**config.mk**
```make
export PLATFORM = sky130hd
export DESIGN_NAME = relu_serializer
export DESIGN_NICKNAME = d
export VERILOG_FILES = /design/src/rtl/relu_serializer.sv
export SDC_FILE = /design/constraint.sdc
export NUM_CORES = 1
export LEC_CHECK = 0
export ABC_AREA = 1
export BUFFER_PORTS_ARGS = -buffer_cell sky130_fd_sc_hd__buf_2
export CAP_MARGIN = 30
export CELL_PAD_IN_SITES_DETAIL_PLACEMENT = 0
export CELL_PAD_IN_SITES_GLOBAL_PLACEMENT = 1
export CORE_ASPECT_RATIO = 1.5
export CORE_MARGIN = 2
export CORE_UTILIZATION = 46
export CTS_CLUSTER_SIZE = 25
export DETAILED_ROUTE_END_ITERATION = 12
export PLACE_DENSITY = 0.91
export RECOVER_POWER = 50
export SLEW_MARGIN = 40
export SYNTH_ARGS = -nofsm -noshare
export SYNTH_HDL_FRONTEND = slang
export SYNTH_SLANG_ARGS = --single-unit
```
**constraint.sdc**
```tcl
create_clock -name clk -period 42.8 [get_ports clk]
set_input_delay 2.14 -clock clk [delete_from_list [all_inputs] [get_ports clk]]
set_output_delay 2.14 -clock clk [all_outputs]
set_load 0.05 [all_outputs]
```
**src/rtl/relu_serializer.sv**
```systemverilog
// Latches one layer's parallel results, applies optional ReLU and streams them one per cycle, with one pending frame.
// Latency: capture edge t -> element 0 in cycle t+1; no backpressure, a capture arriving with both buffers full is dropped (o_drop).
module relu_serializer #(
  parameter int unsigned DATA_WIDTH  = 24,
  parameter int unsigned NUM_NEURONS = 16,
  parameter bit          RELU_EN     = 1'b1
) (
  input  logic                              clk,
  input  logic                              rst,
  input  logic                              i_capture,
  input  logic [NUM_NEURONS*DATA_WIDTH-1:0] din,
  output logic [DATA_WIDTH-1:0]             dout,
  output logic                              o_valid,
  output logic                              o_first,
  output logic                              o_last,
  output logic                              o_drop,
  output logic                              busy
);

  localparam int unsigned IW = $clog2(NUM_NEURONS);
  localparam logic [IW-1:0] LAST_IDX = IW'(NUM_NEURONS - 1);
  localparam logic [IW-1:0] ONE_IDX  = IW'(1);

  typedef enum logic [1:0] {IDLE, STREAM, GAP} state_t;

  state_t                            state_q;
  logic [IW-1:0]                     idx_q;
  logic [NUM_NEURONS*DATA_WIDTH-1:0] act_q;
  logic [NUM_NEURONS*DATA_WIDTH-1:0] pend_q;
  logic                              pend_vld_q;
  logic [DATA_WIDTH-1:0]             dout_q;
  logic                              valid_q;
  logic                              first_q;
  logic                              last_q;
  logic                              drop_q;
  logic                              busy_q;

  function automatic logic [DATA_WIDTH-1:0] relu(input logic [DATA_WIDTH-1:0] v);
    relu = (RELU_EN && v[DATA_WIDTH-1]) ? '0 : v;
  endfunction

  // Element 0 is registered straight from din on the capture edge so it
  // appears one cycle after capture; the GAP state emits the idle slot the
  // consuming cell needs after its last input.
  always_ff @(posedge clk) begin
    if (!rst) begin
      state_q    <= IDLE;
      idx_q      <= '0;
      pend_vld_q <= 1'b0;
      dout_q     <= '0;
      valid_q    <= 1'b0;
      first_q    <= 1'b0;
      last_q     <= 1'b0;
      drop_q     <= 1'b0;
      busy_q     <= 1'b0;
    end else begin
      drop_q <= 1'b0;
      case (state_q)
        IDLE: begin
          dout_q  <= '0;
          valid_q <= 1'b0;
          first_q <= 1'b0;
          last_q  <= 1'b0;
          busy_q  <= i_capture;
          if (i_capture) begin
            act_q   <= din;
            dout_q  <= relu(din[DATA_WIDTH-1:0]);
            valid_q <= 1'b1;
            first_q <= 1'b1;
            idx_q   <= ONE_IDX;
            state_q <= STREAM;
          end
        end

        STREAM: begin
          dout_q  <= relu(act_q[int'(idx_q)*DATA_WIDTH +: DATA_WIDTH]);
          valid_q <= 1'b1;
          first_q <= (idx_q == '0);
          last_q  <= (idx_q == LAST_IDX);
          busy_q  <= 1'b1;
          if (idx_q == LAST_IDX) begin
            idx_q   <= '0;
            state_q <= GAP;
          end else begin
            idx_q <= idx_q + ONE_IDX;
          end
          if (i_capture) begin
            if (pend_vld_q) begin
              drop_q <= 1'b1;
            end else begin
              pend_q     <= din;
              pend_vld_q <= 1'b1;
            end
          end
        end

        GAP: begin
          dout_q  <= '0;
          valid_q <= 1'b0;
          first_q <= 1'b0;
          last_q  <= 1'b0;
          busy_q  <= 1'b1;
          idx_q   <= '0;
          // Pending is freed and may be refilled by a capture on this same edge.
          if (pend_vld_q) begin
            act_q      <= pend_q;
            pend_vld_q <= i_capture;
            if (i_capture) begin
              pend_q <= din;
            end
            state_q <= STREAM;
          end else if (i_capture) begin
            act_q   <= din;
            state_q <= STREAM;
          end else begin
            state_q <= IDLE;
          end
        end

        default: begin
          state_q <= IDLE;
          valid_q <= 1'b0;
          first_q <= 1'b0;
          last_q  <= 1'b0;
          busy_q  <= 1'b0;
        end
      endcase
    end
  end

  assign dout    = dout_q;
  assign o_valid = valid_q;
  assign o_first = first_q;
  assign o_last  = last_q;
  assign o_drop  = drop_q;
  assign busy    = busy_q;

endmodule

```
==> summary.txt <==
# fillers -> 7,523
slew margin rel. -> -283%
final global-route overflow total -> 0
violated checks -> max-capacitance violations, max-slew violations
first-pass detailed-route iteration total -> 6
Avg WL per Cell -> 22.4 um
CP most frequent cell -> clkbuf_1
CORE AREA -> 80,100 um^2
IO Pins -> 416
share of layout cells above drive strength 1 -> 5.73%
max-slew violation count -> 731
vias in the first global route -> 27,436
Std-Cell Rows -> 127
Worst-path clk slew -> 0.06 ns
final setup fails -> 0
Syn. warnings -> 0
RSZ-0062 raised after global routing -> no
Yosys cell types -> 30
H-tree level count -> 3
Area growth syn-to-layout -> 13.0%
Worst Clk Skew -> 0.0285 ns
drt via density -> 5.55
Critical Path End Type -> flip-flop
total track usage -> 27.7%
Max Fclk -> 0.0798 GHz
GP Congestion -> 0.882
DRC errors left -> 0
sequential element share of the synthesized area -> 63.8%
fin crit share -> 29.3%
CTS Sinks -> 803
Initial DRC Count -> 3,536
Post-synth ARST share -> 0%
fin nets -> 4,549
Syn Area/Cell -> 9.59 um^2
full die area -> 83,300 um^2
worst-margin pin slew -> 5.75 ns
worst min path class -> reg -> reg
number of max-cap violations -> 10
Vias -> 29,271
largest net degree at the start of global routing -> 202
Period minus WS final -> 12.53 ns
Yosys reg bits -> 803
Synth top area share -> 61.9%
mapped cell area -> 37,300 um^2
DRT antenna net count -> 0
Commonest cells post-synth -> edfxtp_1 (768), nor2_1 (673), a21oi_1 (665)
PostCTS Resize Cnt -> 0
Hold Violations, Final -> 0
first-pass GRT wire length -> 173,000 um
Post-Synthesis Cells -> 3,883
cells along the critical path -> clkbuf_1 -> clkbuf_1 -> clkbuf_1 -> clkbuf_1 -> buf_4 -> nor2_1 -> a21oi_1 -> a21oi_1
Num CTS Buffers -> 80
EDFF count, synth -> 768
Pwr Total -> 2500 uW
min-delay src -> state_q[1]
worst stage delay on the critical path -> 4.17 ns
CTS tree -> yes
count leader, synth -> edfxtp_1
peak supply drop -> 0.0411 mV
# Post-CTS Setup Buffers -> 0
Reg-to-Reg Start -> state_q[1]
Setup crit start -> i_capture
CP Class -> in -> reg
# hold bufs at CTS -> 0
Detail Placement HPWL -> 79,000 um
Crit-path slowest cell -> clkbuf_1
Max FO, Critical Path -> 133
Max clock buf depth -> 3
startpoint types -> primary input
ys flop type -> edfxtp_1
Chip Width -> 236 um
Leak Pwr -> 0.0164 uW
Seq. cell area -> 23,800 um^2
multi-input logic area -> 10,800 um^2
Worst EP arrival -> 12.91 ns
Starting Density -> 46.5%
I/O Buffers -> 414
Worst Path Required -> 43.18 ns
final wirelength -> 118,000 um
Vert. Die Dim -> 353 um
dominant cell type by area after synthesis -> edfxtp_1
initial antenna violation count -> 33
Root Driver -> clkbuf_16
largest cells by area after synthesis -> edfxtp_1 (62%), a21oi_1 (8.9%), nor2_1 (6.8%), nand2_1 (5.8%), nand3_1 (4.8%)
Power Density -> 59.4 nW/um^2
Synthesized Nets -> 4,276
Skew-Pair Late Insertion Delay -> 0.65 ns
setup_tns -> 0 ns
status -> finished, violations left
## cell families after synthesis
kind of cell	after synthesis	synth area share, %
xor gates and xnor gates	1	0.0235
and+or+nand+nor	1635	17.9
DFF	803	63.8
buffers and inverters	655	7.24
AOI/OAI and AO/OA	782	10.8
adders and majority gates	6	0.202
other	1	0.0101
## worst paths after layout
path	depth (start not counted)	slack (ns)	end
setup reg to reg	9	37.93	pend_q[246]
hold reg to reg	2	0.56	state_q[1]
hold / removal	2	0.56	state_q[1]
setup / recovery	8	30.27	act_q[55]
## area by class of cell
| cell class | instances | share of cell area, % |
|---|---|---|
| tap | 1032 | 3.07 |
| antenna | 20 | 0.119 |
| clock inverter | 46 | 1.06 |
| timing repair buffer | 456 | 4.94 |
| multi-input combinational | 2425 | 25.7 |
| sequential | 803 | 56.5 |
| inverter | 390 | 3.50 |
| clock buffer | 100 | 5.18 |
## routing by layer
layer	wire length [um]	vias up	GRT usage (%)
met4	6900	22	15.1
met3	10300	248	5.17
met5	132	-	0
met2	53700	1431	42.3
met1	47200	13866	37.5
li1	-	13704	-
## registers in the layout (all words and copies together) (netlist names)
name	flops
pend_vld_q	1
o_first	1
o_last	1
act_q	384
o_valid	1
o_drop	1
pend_q	384
idx_q	4
state_q	2
busy	1
dout	23
## layout by cell type, fill, tap and decap left out, types with 2 or more instances in the layout
master      instances
clkinv_2           23
a21oi_2             2
clkbuf_1          393
ha_1                6
nand3_1           354
edfxtp_1          768
nand2_1           570
buf_6               6
o21ai_0            31
dfxtp_4             2
inv_6               3
inv_1             384
nor3_1              5
a31oi_1            77
buf_4              13
bufinv_16           8
clkbuf_8            6
inv_2               2
clkinv_1           10
a211oi_1            3
dfxtp_1            32
buf_16              5
clkbuf_16          82
or2_2              30
a21oi_1           665
buf_12              6
buf_2              45
nor2_1            673
diode_2            20
clkinvlp_4          2
## critical path, delay by kind of cell
kind / cells / cell delay, ns
AOI/OAI and AO/OA: 2 / 0.25
buffers and inverters: 5 / 10.23
and+or+nand+nor: 1 / 0.12
## power breakdown
group | switching (uW) | total [uW] | internal (uW)
clock | 313 | 723 | 410
combinational | 490 | 661 | 171
sequential | 52.3 | 1120 | 1060
## per-stage QoR
step                util (%)  hold WS, ns  setup slack [ns]  area [um^2]  instances
floorplan                  -        0.486              9.84        37300       3883
global route            52.5        0.584             29.49        42100       5259
finish                  52.6        0.563             30.27        42100       5272
detailed placement      49.9        0.543             37.17        40000       5103
CTS                     53.2        0.548             37.86        42600       5249
global placement        49.6        0.530             36.61        39800       5096
Power figures use the tool's default switching activity.
